==> config.mk <==
export PLATFORM = sky130hd
export DESIGN_NAME = uart_prog_loader
export DESIGN_NICKNAME = d
export VERILOG_FILES = /design/src/rtl/loader_pkg.sv /design/src/rtl/word_assembler.sv /design/src/rtl/uart_prog_loader.sv
export SDC_FILE = /design/constraint.sdc
export NUM_CORES = 1
export LEC_CHECK = 0
export ABC_AREA = 1
export BUFFER_PORTS_ARGS = -buffer_cell sky130_fd_sc_hd__buf_2
export CORE_ASPECT_RATIO = 0.75
export CORE_UTILIZATION = 39
export CTS_BUF_LIST = sky130_fd_sc_hd__clkbuf_4 sky130_fd_sc_hd__clkbuf_8
export DETAILED_ROUTE_END_ITERATION = 8
export PLACE_DENSITY = 0.57
export SLEW_MARGIN = 5
export SYNTH_ARGS = -nofsm -noshare
export SYNTH_HDL_FRONTEND = slang
export SYNTH_HIERARCHICAL = 1
export SYNTH_SLANG_ARGS = --single-unit
==> constraint.sdc <==
create_clock -name clk -period 3.1 [get_ports clk]
set_input_delay 0.465 -clock clk [delete_from_list [all_inputs] [get_ports clk]]
set_output_delay 0.465 -clock clk [all_outputs]
set_load 0.1 [all_outputs]
==> src/rtl/loader_pkg.sv <==
// loader_pkg: shared definitions for the UART program loader.
//   state_e              loader FSM states
//   HDR_BYTES/CHK_BYTES  framing sizes of the download stream
//   DEFAULT_TIMEOUT_CYC  default inter-byte timeout in clk cycles
package loader_pkg;

  typedef enum logic [2:0] {
    StIdle,
    StHdr0,
    StHdr1,
    StData,
    StChk,
    StDone,
    StError
  } state_e;

  localparam int unsigned HDR_BYTES           = 2;
  localparam int unsigned CHK_BYTES           = 1;
  localparam int unsigned DEFAULT_TIMEOUT_CYC = 1000000;

endpackage

==> src/rtl/word_assembler.sv <==
// word_assembler: packs a byte stream into little-endian 32-bit words.
// Ports:
//   clk, rst      clock, asynchronous active-high reset
//   i_byte        incoming byte
//   i_valid       i_byte is accepted this cycle
//   i_clear       restart at byte 0 (takes priority over i_valid)
//   o_word        last completed word, held between completions
//   o_word_valid  one-cycle pulse the cycle after byte 3 is accepted
//   o_last_byte   the next accepted byte completes a word
module word_assembler (
  input  logic        clk,
  input  logic        rst,
  input  logic [7:0]  i_byte,
  input  logic        i_valid,
  input  logic        i_clear,
  output logic [31:0] o_word,
  output logic        o_word_valid,
  output logic        o_last_byte
);

  logic [1:0]  r_cnt;
  logic [23:0] r_buf;
  logic [31:0] r_word;
  logic        r_word_valid;

  always_ff @(posedge clk or posedge rst) begin
    if (rst) begin
      r_cnt        <= 2'd0;
      r_buf        <= 24'd0;
      r_word       <= 32'd0;
      r_word_valid <= 1'b0;
    end else begin
      r_word_valid <= 1'b0;
      if (i_clear) begin
        r_cnt <= 2'd0;
      end else if (i_valid) begin
        if (r_cnt == 2'd3) begin
          r_word       <= {i_byte, r_buf};
          r_word_valid <= 1'b1;
        end else begin
          r_buf[{r_cnt, 3'b000} +: 8] <= i_byte;
        end
        // Wraps 3 -> 0 so the next word starts cleanly.
        r_cnt <= r_cnt + 2'd1;
      end
    end
  end

  assign o_word       = r_word;
  assign o_word_valid = r_word_valid;
  assign o_last_byte  = (r_cnt == 2'd3);

endmodule

==> src/rtl/uart_prog_loader.sv <==
// uart_prog_loader: parses a UART download stream (2-byte little-endian word
// count, count*4 data bytes, 1 XOR checksum byte) and writes each 32-bit word
// into instruction memory. Holds the CPU (program_off=0) while loading.
// Ports:
//   clk, rst        clock, asynchronous active-high reset
//   start           pulse: begin a new download (ignored while busy)
//   rx_valid/data   received byte strobe and value
//   rx_err          receiver framing/parity error strobe
//   program_off     1 = CPU runs, 0 = CPU held
//   uart_write_en   one-cycle instruction-memory write strobe
//   uart_addr/data  word address and data of the write
//   busy/done/error load in progress / last load good / last load aborted
module uart_prog_loader
  import loader_pkg::*;
#(
  parameter int unsigned ADDR_W      = 14,
  parameter int unsigned TIMEOUT_CYC = DEFAULT_TIMEOUT_CYC
) (
  input  logic              clk,
  input  logic              rst,
  input  logic              start,
  input  logic              rx_valid,
  input  logic [7:0]        rx_data,
  input  logic              rx_err,
  output logic              program_off,
  output logic              uart_write_en,
  output logic [ADDR_W-1:0] uart_addr,
  output logic [31:0]       uart_data,
  output logic              busy,
  output logic              done,
  output logic              error
);

  localparam int unsigned    ToW     = $clog2(TIMEOUT_CYC + 1);
  localparam logic [ToW-1:0] ToLimit = ToW'(TIMEOUT_CYC - 1);

  state_e                   r_state, w_state_next;
  logic [8*HDR_BYTES-1:0]   r_count;
  logic [ADDR_W:0]          r_idx;   // one extra bit: count may equal 2**ADDR_W
  logic [ADDR_W-1:0]        r_addr;
  logic [8*CHK_BYTES-1:0]   r_chk;
  logic [ToW-1:0]           r_to;

  logic                     w_busy;
  logic                     w_launch;
  logic                     w_accept;
  logic                     w_data_byte;
  logic                     w_last_byte;
  logic                     w_last_word;
  logic                     w_oversize;
  logic                     w_timeout;
  logic [ToW-1:0]           w_to_inc;
  logic [8*HDR_BYTES-1:0]   w_hdr_count;
  logic [31:0]              w_word;
  logic                     w_word_valid;

  assign w_busy      = (r_state == StHdr0) || (r_state == StHdr1) ||
                       (r_state == StData) || (r_state == StChk);
  assign w_launch    = start && !w_busy;
  // A byte arriving together with rx_err is discarded.
  assign w_accept    = w_busy && rx_valid && !rx_err;
  assign w_data_byte = w_accept && (r_state == StData);
  assign w_hdr_count = {rx_data, r_count[7:0]};
  assign w_oversize  = 32'(w_hdr_count) > (32'd1 << ADDR_W);
  assign w_last_word = (32'(r_idx) + 32'd1) == 32'(r_count);
  assign w_to_inc    = r_to + 1'b1;
  assign w_timeout   = (w_to_inc == ToLimit);

  word_assembler u_word_assembler (
    .clk          (clk),
    .rst          (rst),
    .i_byte       (rx_data),
    .i_valid      (w_data_byte),
    .i_clear      (w_launch),
    .o_word       (w_word),
    .o_word_valid (w_word_valid),
    .o_last_byte  (w_last_byte)
  );

  always_comb begin
    w_state_next = r_state;
    unique case (r_state)
      StIdle, StDone, StError: begin
        if (start) w_state_next = StHdr0;
      end
      StHdr0, StHdr1, StData, StChk: begin
        if (rx_err) begin
          w_state_next = StError;
        end else if (rx_valid) begin
          // An accepted byte wins over a simultaneous timeout.
          case (r_state)
            StHdr0: w_state_next = StHdr1;
            StHdr1: begin
              if (w_hdr_count == '0)  w_state_next = StChk;
              else if (w_oversize)    w_state_next = StError;
              else                    w_state_next = StData;
            end
            StData: begin
              if (w_last_byte && w_last_word) w_state_next = StChk;
            end
            StChk: begin
              w_state_next = (rx_data == r_chk) ? StDone : StError;
            end
            default: ;
          endcase
        end else if (w_timeout) begin
          w_state_next = StError;
        end
      end
      default: w_state_next = StIdle;
    endcase
  end

  always_ff @(posedge clk or posedge rst) begin
    if (rst) begin
      r_state <= StIdle;
      r_count <= '0;
      r_idx   <= '0;
      r_addr  <= '0;
      r_chk   <= '0;
      r_to    <= '0;
    end else begin
      r_state <= w_state_next;
      if (w_launch) begin
        r_count <= '0;
        r_idx   <= '0;
        r_chk   <= '0;
        r_to    <= '0;
      end else if (w_busy) begin
        r_to <= w_accept ? '0 : w_to_inc;
        if (w_accept && (r_state == StHdr0)) r_count[7:0]  <= rx_data;
        if (w_accept && (r_state == StHdr1)) r_count[15:8] <= rx_data;
        if (w_data_byte) begin
          r_chk <= r_chk ^ rx_data;
          // Address is registered alongside the assembled word so both
          // appear together on the write strobe.
          if (w_last_byte) begin
            r_addr <= r_idx[ADDR_W-1:0];
            r_idx  <= r_idx + 1'b1;
          end
        end
      end
    end
  end

  assign program_off   = (r_state == StIdle) || (r_state == StDone);
  assign busy          = w_busy;
  assign done          = (r_state == StDone);
  assign error         = (r_state == StError);
  assign uart_write_en = w_word_valid;
  assign uart_addr     = r_addr;
  assign uart_data     = w_word;

endmodule

# Word-level counts from Yosys, hierarchy flattened

Cells that the tools add are included.

Logic and storage cells: 96
Output and inout bits: 51
Bits of input ports: 13
Register bits: 135

Reduce and logical (&&, ||, !) cells: 30
Bitwise logic cells: 3
Order comparisons: 1
Equality and inequality tests: 14
Shift-type cells: 2
Multiplexer cells: 30
Add/subtract/negate cells: 5

Operator list:

| kind                     | number |
|---|---|
| $mux W15                 | 4 |
| $mux W20                 | 3 |
| $mux W8                  | 5 |
| $mux W16                 | 2 |
| $bwmux W24               | 1 |
| $shift A8 B7 Y24 const A | 1 |
| $shiftx A8 B7 Y24        | 1 |
| $mux W3                  | 7 |
| $add A20 B1 Y20 const B  | 1 |
| $eq A20 B20 Y1 const B   | 1 |
| $add A15 B1 Y16 const B  | 1 |
| $eq A16 B16 Y1           | 1 |
| $gt A16 B15 Y1 const B   | 1 |
| $logic_not A16 Y1        | 1 |
| $add A15 B1 Y15 const B  | 1 |
| $pmux W3 S4              | 1 |
| $reduce_bool A2 Y1       | 5 |
| $eq A3 B3 Y1 const B     | 3 |
| $reduce_and A3 Y1        | 3 |
| $eq A8 B8 Y1             | 1 |
| $reduce_and A4 Y1        | 2 |
| $xor A8 B8 Y8            | 1 |
| $logic_and A1 B1 Y1      | 7 |
| $ne A7 B7 Y1 const B     | 1 |
| other kinds (18)         | 30 |

# Logic depth before layout (Yosys ltp)

Gate-level depths: netlist (run 1).

Depth in word-level cells: 10
Gate-level depth with buffers: 16
Depth with buffers taken out: 16

# Cells and area by module

The synthesis (run 1) kept the hierarchy.

By module, submodules not included:

| module           | area each (µm²) | instances | cells each | sequential area each (µm²) |
|---|---|---|---|---|
| uart_prog_loader | 4440.5          | 1         | 625        | 1901.8 |
| word_assembler   | 2557.5          | 1         | 288        | 1476.4 |

# Least setup slack after synthesis (run 1)

Ideal clock, no wire load.

Kind: register -> register
Start point: reg r_state[2]
End point: reg r_state[2]
Stages on the path, launching flop included: 10
Setup slack: -1398 ps
Setup time: 117 ps
Buffers on the path: 0
Data required time: 2983 ps
Data arrival time: 4381 ps
Clock period less this slack: 4498 ps
Cell sequence: dfrtp_1 inv_1 nor3_1 inv_1 o21ai_0 o21ai_0 inv_1 a21oi_4 nand3_1 nand2_1

Elaborated cells on any way between the ends: 18
Those cells by class: eq/ne (10); mux (4); reduce/logical (4)

RTL lines:

| element                     | line                    | text |
|---|---|---|
| start: declaration          | uart_prog_loader.sv:37  | `state_e r_state, w_state_next;` |
| start signal: assignment    | uart_prog_loader.sv:116 | `r_state <= StIdle;` |
| start signal: assignment    | uart_prog_loader.sv:123 | `r_state <= w_state_next;` |
| $eq A3 B3 Y1 *              | --                      |  |
| net done                    | uart_prog_loader.sv:30  | `output logic done,` |
| $reduce_or A3 Y1 *          | uart_prog_loader.sv:82  | `unique case (r_state)` |
| $ne A2 B2 Y1 (no line)      | --                      |  |
| $reduce_and A4 Y1 (no line) | --                      |  |

Mark *: on every way through the listed nets, which the timed path passes. The rest lies on a longest branch.
A chain may end at the register's enable or synchronous reset.

# Final worst setup path (run 1)

Start point: reg r_state[2]
End point: out busy

Longest elaborated chain between the ends: 4
Elaborated cells on any way between the ends: 7
Those cells by class: eq/ne (4); reduce/logical (3)

Ends and longest elaborated chain:

| element                                      | line                   | text |
|---|---|---|
| $eq A3 B1 Y1 or $eq A3 B2 Y1 (tied branches) | uart_prog_loader.sv:57 | `assign w_busy = (r_state == StHdr0) \|\| (r_state == StHdr1) \|\|` |
| $logic_or A1 B1 Y1 (2 in series)             | uart_prog_loader.sv:57 |  |
| $logic_or A1 B1 Y1 *                         | uart_prog_loader.sv:58 | `(r_state == StData) \|\| (r_state == StChk);` |
| end: declaration                             | uart_prog_loader.sv:29 | `output logic busy,` |

Mark *: on every way between the ends. The rest lies on a longest branch, timed or not.

==> impl_metrics.toml, run 1 <==
[grt]
grt_start_max_net_pins = 43
grt_overflow_total = 0
track_usage_pct = 19.80
first_global_vias = 5695
grt_pass1_wl_um = 28550
antenna_found_initial = 0

[floorplan]
rows = 42
io_pins = 64
core_mm2 = 0.01760
die-area_mm2 = 0.01849
die_x_um = 156.7
die_h_um = 118.0
initial_core_util_pct = 39.75

[final_layout]
final_util_pct = 45.52
diodes = 0
ff_latch_area_mm2 = 0.003378
final_cell_area_mm2 = 0.008013
area_growth_pct = 14.50
fillers = 1831
multiInputGateArea_mm2 = 0.003147
nets = 1006
drive_gt1_share_pct = 15.05

[flow_run]
maxCapViolCount = 0

[detailed_routing]
routedWlPerCell_um = 13.36
detail_route.wirelength_um = 16560
wl_met1_um = 8655
detail-route-antenna-nets = 0
top_layer = "met4"
drtIter0Drc = 404
vias = 5939
drtPass1Iterations = 4
drc = 0
via_per_inst = 4.793
wl_met3_um = 772
dr_wl_met2_um = 6941

[clock_network]
cts_setup_buffers = 0
clk_pin_slew_ps = 80
clock_latency_ps = 460
cts_root_buf = "clkbuf_8"
clockBufferDepth = 2
cts_buffers = 17
cts-resized-gates = 0
cts_tree = "built"
cts_hold_buf = 1
numClockSinks = 135
htree_levels = 4

[setup_path]
crit_arrival_ps = 1960
reg2reg_slack_ps = 820
cp-end-kind = "output pin"
cp.required_ps = 2630
cp-start-kind = "flip-flop"
criticalPathCategory = "flip-flop to output pin"
path_max_fanout = 6

[timing]
timing.hold.ws_ps = 320.8
finalSetupTns_ps = 0
rsz0062_at_grt = "false"
final_hold_viol_count = 0
slew-limit-headroom_pct = 50.41
fin_crit_sh_pct = 78.11
slew_viol_final = 0
worst_pin_slew_ps = 742.8
final.min_clock_period_ps = 2421
finalSetupViolCount = 0
skew_ps = 13.80
clock.fmax_mhz = 413.0

[power_and_ir_drop]
p_int_mw = 3.275
pwr-share-seq_pct = 40.9
peakVddDrop_uv = 308.5
combPwrFrac_pct = 28.3
powerDensity_mw_per_mm2 = 659.2
p_clk_share_pct = 30.8
switching_power_mw = 2.007
leakage_nw = 3.924
sw_frac_of_total_pct = 37.99
power.total_mw = 5.282

[synthesis]
synthSimpleGateAreaFrac_pct = 33.09
ys_seq_area_share_pct = 48.27
ys_seq_elements = 135
synth_top_family_by_area = "simple AND/OR/NAND/NOR gates"
yosysTopAreaCell = "dfrtp_1"
yosysTopAreaCellShare_pct = 48.27
synth_compound_area_share_pct = 8.707
synth_nets = 934
syn-instance-count = 913
synth-adder-area-share_pct = 1.430
muxShareOfSynthArea_pct = 0
synth.distinct_cells = 35
yosys.area_share.xor_xnor_pct = 1.502
yosysWarningCount = 6
avgSynthCellArea_um2 = 7.665
synthesis.area_mm2 = 0.006998
synth_area_leaders = "dfrtp_1 (48%), nand2_1 (19%), o21ai_0 (5.0%)"

[placed_design]
placed_area_mm2 = 0.007565
portBuffers = 63
place.gp.congestion = 0.8414
post-dp-hpwl_um = 11750

[status]
status = "complete, no violations"

[hold_path]
worstHoldPathType = "input pin to flip-flop"
## final cells by class
class	instances	share of cell area, %
Sequential cell	135	42.16
Inverter	91	4.263
Tap cell	242	3.779
Timing Repair Buffer	73	5.059
Clock buffer	19	3.264
Clock inverter	12	2.202
Multi-Input combinational cell	667	39.27
## flip-flops by register name, indices dropped and copies added, names as in the netlist, 3 cells and up
| signal | flops |
|---|---|
| r_chk | 8 |
| r_count | 16 |
| r_idx | 15 |
| r_state | 3 |
| r_to | 20 |
| u_word_assembler/o_word | 32 |
| u_word_assembler/r_buf | 24 |
| uart_addr | 14 |
## worst paths after layout
path,from,endpoint,cells after the start
max,r_state[2]$_DFFE_PP0P_,busy,5
min,rx_data[3],u_word_assembler/o_word[27]$_DFFE_PP0P_,3
max reg2reg,r_state[2]$_DFFE_PP0P_,r_idx[6]$_DFFE_PP0P_,8
min reg2reg,u_word_assembler/r_buf[18]$_DFFE_PP0P_,u_word_assembler/o_word[18]$_DFFE_PP0P_,2
max in group asynchronous,rst,r_state[1]$_DFFE_PP0P_,4
min in group asynchronous,rst,u_word_assembler/o_word[1]$_DFFE_PP0P_,3
## per-stage QoR
stage,std cells,setup slack [ps]
CTS,1239,646.9
detailed placement,1207,773.5
floorplan,913,68.13
global route,1239,491.4
global placement,1207,834.2
finish,1239,678.7
## Yosys cell counts (all sizes together)
master / instances
o21a: 1
nand4: 15
o41ai: 1
nand2: 361
and2: 1
o31ai: 1
clkinv: 1
xor2: 2
xnor2: 10
nand3b: 3
inv: 90
nor4: 2
o21ai: 88
ha: 8
nor3: 9
clkbuf: 1
o211ai: 1
buf: 19
nand3: 66
or2: 4
dfrtp: 135
a21oi: 4
o22ai: 14
nor2: 76
## power by group through the flow
stage	clock, mW	combinational [mW]	sequential, mW
after floorplan	0	1.19	2.15
after global placement	0	1.50	2.19
after detailed placement	0	1.50	2.19
after CTS	1.67	1.51	2.16
after global routing	1.75	1.70	2.20
final	1.63	1.49	2.16
## cell usage in the layout, fill, tap and decap left out, types with 5 or more instances in the layout
cell	netlist	final
o21ai_1	13	14
inv_1	85	83
clkbuf_8	0	19
nor2_1	59	59
nand3_1	59	59
buf_2	10	63
dfrtp_1	135	135
o21ai_0	70	69
o22ai_1	14	14
nor3_1	9	7
buf_4	2	8
xnor2_1	10	10
inv_2	5	7
ha_1	8	8
o21ai_2	5	5
nand4_1	15	15
nor2_4	6	6
nor2_2	11	11
nand2_1	357	357
clkinvlp_4	0	5
## layer usage
metal	up-vias	GRT usage, %
li1	3062	-
met1	2747	29.48
met2	112	28.21
met3	18	4.308
met4	0	6.495
met5	-	0
## kinds of logic (layout without fill, tap and decap cells)
family	count (synthesis)	after routing
compound gates	110	110
xor+xnor	12	12
fa+ha+maj	8	8
buf+inv	111	195
flops	135	135
simple gates	537	537
## worst max-delay path, stage by stage, from the launching register on
cell	delay, ps
dfrtp_1	450
inv_1	150
nor2_2	200
inv_1	60
nand2_1	160
buf_2	480
(Power assumes the default switching activity.)
==> run 2: changes to the inputs <==
clock period = 2.5 ns   (was 3.1 ns; I/O delays follow)
==> run 2 against run 1 <==
Die area unchanged. Sequential share of layout area down 0.44 points. Register-to-register slack worse by 470 ps. Combinational power up 29%. Non-clock buffer count up 5. Critical path depth unchanged. Global-route usage about the same. Wire length up 0.85%. Total power up 28%. Flip-flop and latch count unchanged. First-iteration DRC count up 2.5%. Clock power up 33%. Critical path type unchanged.
==> impl_metrics.toml, run 2 (synthesized netlist as in run 1, its figures left out) <==
[detailed_routing]
drtIter0Drc = 414
drtPass1Iterations = 5
detail_route.wirelength_um = 16700
routedWlPerCell_um = 13.41
vias = 5961
via_per_inst = 4.788
drc = 0
detail-route-antenna-nets = 0

[final_layout]
drive_gt1_share_pct = 15.75
final_util_pct = 45.99
final_cells = 1245
final_common_cell = "nand2_1"
nets = 1011
fillers = 1803
diodes = 0
final_cell_mix = "nand2_1 (356), dfrtp_1 (135), inv_1 (83)"
area_growth_pct = 15.70
largest_reg_flops = 32

[floorplan]
initial_core_util_pct = 39.75
core_mm2 = 0.01760
io_pins = 64
die-area_mm2 = 0.01849
die_h_um = 118.0
die_x_um = 156.7
rows = 42

[clock_network]
cts_tree = "built"
clk_pin_slew_ps = 80
cts_setup_buffers = 0
clockBufferDepth = 2
cts_buffers = 17
cts_root_buf = "clkbuf_8"
cts-resized-gates = 0
htree_levels = 4
cts_hold_buf = 1
clock_latency_ps = 460
numClockSinks = 135

[timing]
final.min_clock_period_ps = 2295
clock.fmax_mhz = 435.8
slew_viol_final = 0
timing.hold.ws_ps = 239.1
finalSetupViolCount = 0
worst_pin_slew_ps = 578.0
rsz0062_at_grt = "false"
finalSetupTns_ps = 0
final_hold_viol_count = 0
skew_ps = 12.15
fin_crit_sh_pct = 91.79
slew-limit-headroom_pct = 61.41
setup_slack_ps = 205.4

[setup_path]
criticalPathCategory = "flip-flop to output pin"
slowest_stage = "dfrtp_1"
cpPeakStageDelay_ps = 460
cp-start-kind = "flip-flop"
cp-end-kind = "output pin"
path_common_cell = "inv_1"
path_max_fanout = 6
crit_arrival_ps = 1920
worstPathCellList = "inv_1, nor2_2, inv_1, nand2_2, buf_2"
cp.required_ps = 2120

[hold_path]
worstHoldPathType = "input pin to flip-flop"

[grt]
grt_start_max_net_pins = 40
track_usage_pct = 19.78
grt_overflow_total = 0
antenna_found_initial = 0
first_global_vias = 5607
grt_pass1_wl_um = 28320

[placed_design]
place.gp.congestion = 0.8657
placed_cells = 1212
pre_cts_ws_ps = 356.9
post-dp-hpwl_um = 11970
portBuffers = 63

[flow_run]
maxCapViolCount = 0

[power_and_ir_drop]
powerDensity_mw_per_mm2 = 835.4
leakage_nw = 3.979
peakVddDrop_uv = 342.5

[status]
status = "complete, no violations"
run 2: changes by cell type in the layout (fill, tap and decap cells not counted), sizes merged:
| cell | previous run | this run |
|---|---|---|
| clkinvlp | 5 | 2 |
| buf | 72 | 77 |
| bufinv | 4 | 5 |
| inv | 90 | 93 |
run 2: through the flow:
step	power, mW	cell area, µm²
final	6.764	8097
after global routing	7.214	8097
after CTS	6.826	8097
after detailed placement	4.634	7609
after global placement	4.634	7609
after floorplan	4.153	7020
run 2: area by class of cell:
type,instances,area (µm²),share of cell area (%)
Multi-Input combinational cell,667,3153,38.94
Inverter,91,341.6,4.219
Clock buffer,19,261.5,3.230
Tap cell,242,302.8,3.740
Sequential cell,135,3378,41.72
Timing Repair Buffer,78,442.9,5.471
Clock inverter,13,216.5,2.673
run 2: layer usage:
metal	track usage (%)	part of all wire (%)
met2	28.01	42
met5	0	0
met4	6.005	0.99
met1	29.69	52
met3	4.492	4.8
run 2: worst paths after layout:
path,start,to,slack [ps],depth (start not counted)
min,rx_data[0],u_word_assembler/o_word[24]$_DFFE_PP0P_,240,3
max reg2reg,r_state[2]$_DFFE_PP0P_,r_count[5]$_DFFE_PP0P_,350,10
min reg2reg,u_word_assembler/r_buf[2]$_DFFE_PP0P_,u_word_assembler/o_word[2]$_DFFE_PP0P_,460,2
max in group asynchronous,rst,r_to[4]$_DFFE_PP0P_,1320,4
min in group asynchronous,rst,r_count[4]$_DFFE_PP0P_,530,3
max,r_state[2]$_DFFE_PP0P_,busy,210,5
run 2: worst max-delay path: cells and delay by family, from the launching register on:
kind                   cells  cell delay (ps)
buffers and inverters      3              680
DFF                        1              460
and+or+nand+nor            2              310
run 2: power breakdown:
group | switching, mW | leakage, nW | internal [mW] | total (mW)
Clock | 0.920 | 0.235 | 1.25 | 2.17
Combinational | 1.38 | 1.89 | 0.538 | 1.92
Sequential | 0.242 | 1.85 | 2.43 | 2.67
==> run 3: changes to the inputs <==
REMOVE_ABC_BUFFERS = 1   (was unset)
==> run 3 against run 2 <==
The flow now finishes with violations (DRC). Flip-flop and latch count unchanged. Final cell count barely moved. Clock power down 15%. Sequential share of layout area grew 0.45 points. Register-to-register slack got worse by 40 ps. Count of clock-buffer cells in the layout decreased by 1. Highest routed layer unchanged. Via count fell by 1.0%. Critical path type unchanged. Worst hold slack better by 19 ps. Global-route usage grew 0.26 points. Sequential power about the same. Setup slack worse by 34 ps.
==> impl_metrics.toml, run 3 (synthesized netlist as in run 1, its figures left out) <==
[status]
status = "finished, violations left"
violations = "DRC"

[clock_network]
clk_pin_slew_ps = 80
cts_setup_buffers = 0
clockBufferDepth = 2
cts_tree = "built"
cts_buffers = 17
clock_latency_ps = 460
cts_root_buf = "clkbuf_8"
htree_levels = 4
numClockSinks = 135

[final_layout]
diodes = 0
final_common_cell = "nand2_1"
fillers = 1798
largest_reg_flops = 32
area_growth_pct = 14.46
final_cells = 1244
nets = 1010
drive_gt1_share_pct = 15.27
final_util_pct = 45.50
final_cell_mix = "nand2_1 (357), dfrtp_1 (135), inv_1 (83)"

[timing]
fin_crit_sh_pct = 93.15
slew-limit-headroom_pct = 57.07
clock.fmax_mhz = 429.4
final.min_clock_period_ps = 2329
finalSetupViolCount = 0
final_hold_viol_count = 0
slew_viol_final = 0
timing.hold.ws_ps = 257.7
worst_pin_slew_ps = 642.9
rsz0062_at_grt = "false"
skew_ps = 13.78

[floorplan]
die_h_um = 118.0
initial_core_util_pct = 39.75
rows = 42
core_mm2 = 0.01760
die_x_um = 156.7
die-area_mm2 = 0.01849
io_pins = 64

[setup_path]
critPathLaunch = "r_state[2]$_DFFE_PP0P_"
path_common_cell = "inv_1"
crit_arrival_ps = 1950
cp.required_ps = 2120
cp-end-kind = "output pin"
criticalPathCategory = "flip-flop to output pin"
worstPathCellList = "inv_1, nor3_1, inv_1, o21ai_0, buf_4"
slowest_stage = "dfrtp_1"
cpPeakStageDelay_ps = 440
worstReg2RegStart = "r_idx[0]$_DFFE_PP0P_"
path_max_fanout = 6
cp-start-kind = "flip-flop"

[detailed_routing]
routedWlPerCell_um = 13.63
wl_met3_um = 591
dr_wl_met2_um = 6875
via_per_inst = 4.744
vias = 5901
drtPass1Iterations = 9
drtIter0Drc = 382
top_layer = "met4"
detail-route-antenna-nets = 0
wl_met1_um = 9307
detail_route.wirelength_um = 16960
drc = 1

[power_and_ir_drop]
p_clk_share_pct = 28.8
sw_frac_of_total_pct = 39.51
leakage_nw = 3.938
pwr-share-seq_pct = 41.5
peakVddDrop_uv = 475.0
combPwrFrac_pct = 29.7
powerDensity_mw_per_mm2 = 800.4
switching_power_mw = 2.533
p_int_mw = 3.878
power.total_mw = 6.412

[grt]
grt_start_max_net_pins = 53
first_global_vias = 5511
grt_overflow_total = 0
antenna_found_initial = 0
track_usage_pct = 20.04
grt_pass1_wl_um = 28660

[placed_design]
post-dp-hpwl_um = 11890
place.gp.congestion = 0.8414
placed_cells = 1211
portBuffers = 63

[flow_run]
maxCapViolCount = 0

[hold_path]
hold_start = "rx_data[5]"
worstHoldPathType = "input pin to flip-flop"
## run 3: cell types whose count changed in the layout (fill, tap and decap cells not counted), sizes merged
cell	before	now
buf	77	76
bufinv	5	2
clkbuf	19	18
clkinv	4	6
clkinvlp	2	3
inv	93	94
## run 3: worst max-delay path, delay by kind of cell (launching register included)
| kind | cells | cell delay (ps) |
|---|---|---|
| flip-flops | 1 | 440 |
| AO/OA/AOI/OAI | 1 | 180 |
| AND/OR/NAND/NOR | 1 | 330 |
| buffers and inverters | 3 | 560 |
## run 3: repair_timing
action / CTS / global route
hold endpoints to repair: 7 / 0
endpoints found under the setup margin: 1 / 0
gates resized for setup: 1 / 0
hold buffers: 1 / 0
## run 3: final cells by class
type	instances	area [µm²]	area share [%]
flip-flops and latches	135	3378	42.17
multi-input cells	667	3131	39.08
repair buffers	77	462.9	5.779
inverters	91	341.6	4.264
well taps	242	302.8	3.780
clock buffers	18	247.7	3.093
clock inverters	14	146.4	1.828
## run 3: worst paths after layout
kind | slack (ps) | end | cells past startpoint
setup reg to reg | 310 | r_state[2]$_DFFE_PP0P_ | 16
hold reg to reg | 470 | u_word_assembler/o_word[0]$_DFFE_PP0P_ | 2
min in group asynchronous | 370 | u_word_assembler/o_word[3]$_DFFE_PP0P_ | 3
max in group asynchronous | 1180 | r_to[0]$_DFFE_PP0P_ | 4
setup / recovery | 170 | program_off | 5
hold / removal | 260 | u_word_assembler/o_word[29]$_DFFE_PP0P_ | 3
## run 3: metal layers
layer  track usage, %  vias up
li1                 -     3075
met4            5.944        0
met1            30.86     2701
met2            27.68      107
met3            4.345       18
met5                0        -
## run 3: power by group through the flow
stage                     sequential (mW)  combinational (mW)  clock (mW)
final                                2.66                1.91        1.84
after CTS                            2.66                1.91        1.90
after global routing                 2.70                2.16        2.00
after global placement               2.69                1.89           0
after detailed placement             2.70                1.90           0
after floorplan                      2.66                1.41           0
## run 3: stage by stage
stage	area, µm²	TNS (ps)	setup WS, ps
final	8010	0	171.3
after global routing	8010	0	6.664
after CTS	8010	0	109.7
after detailed placement	7604	0	349.6
after global placement	7604	0	369.9
after floorplan	6850	-10790	-1998
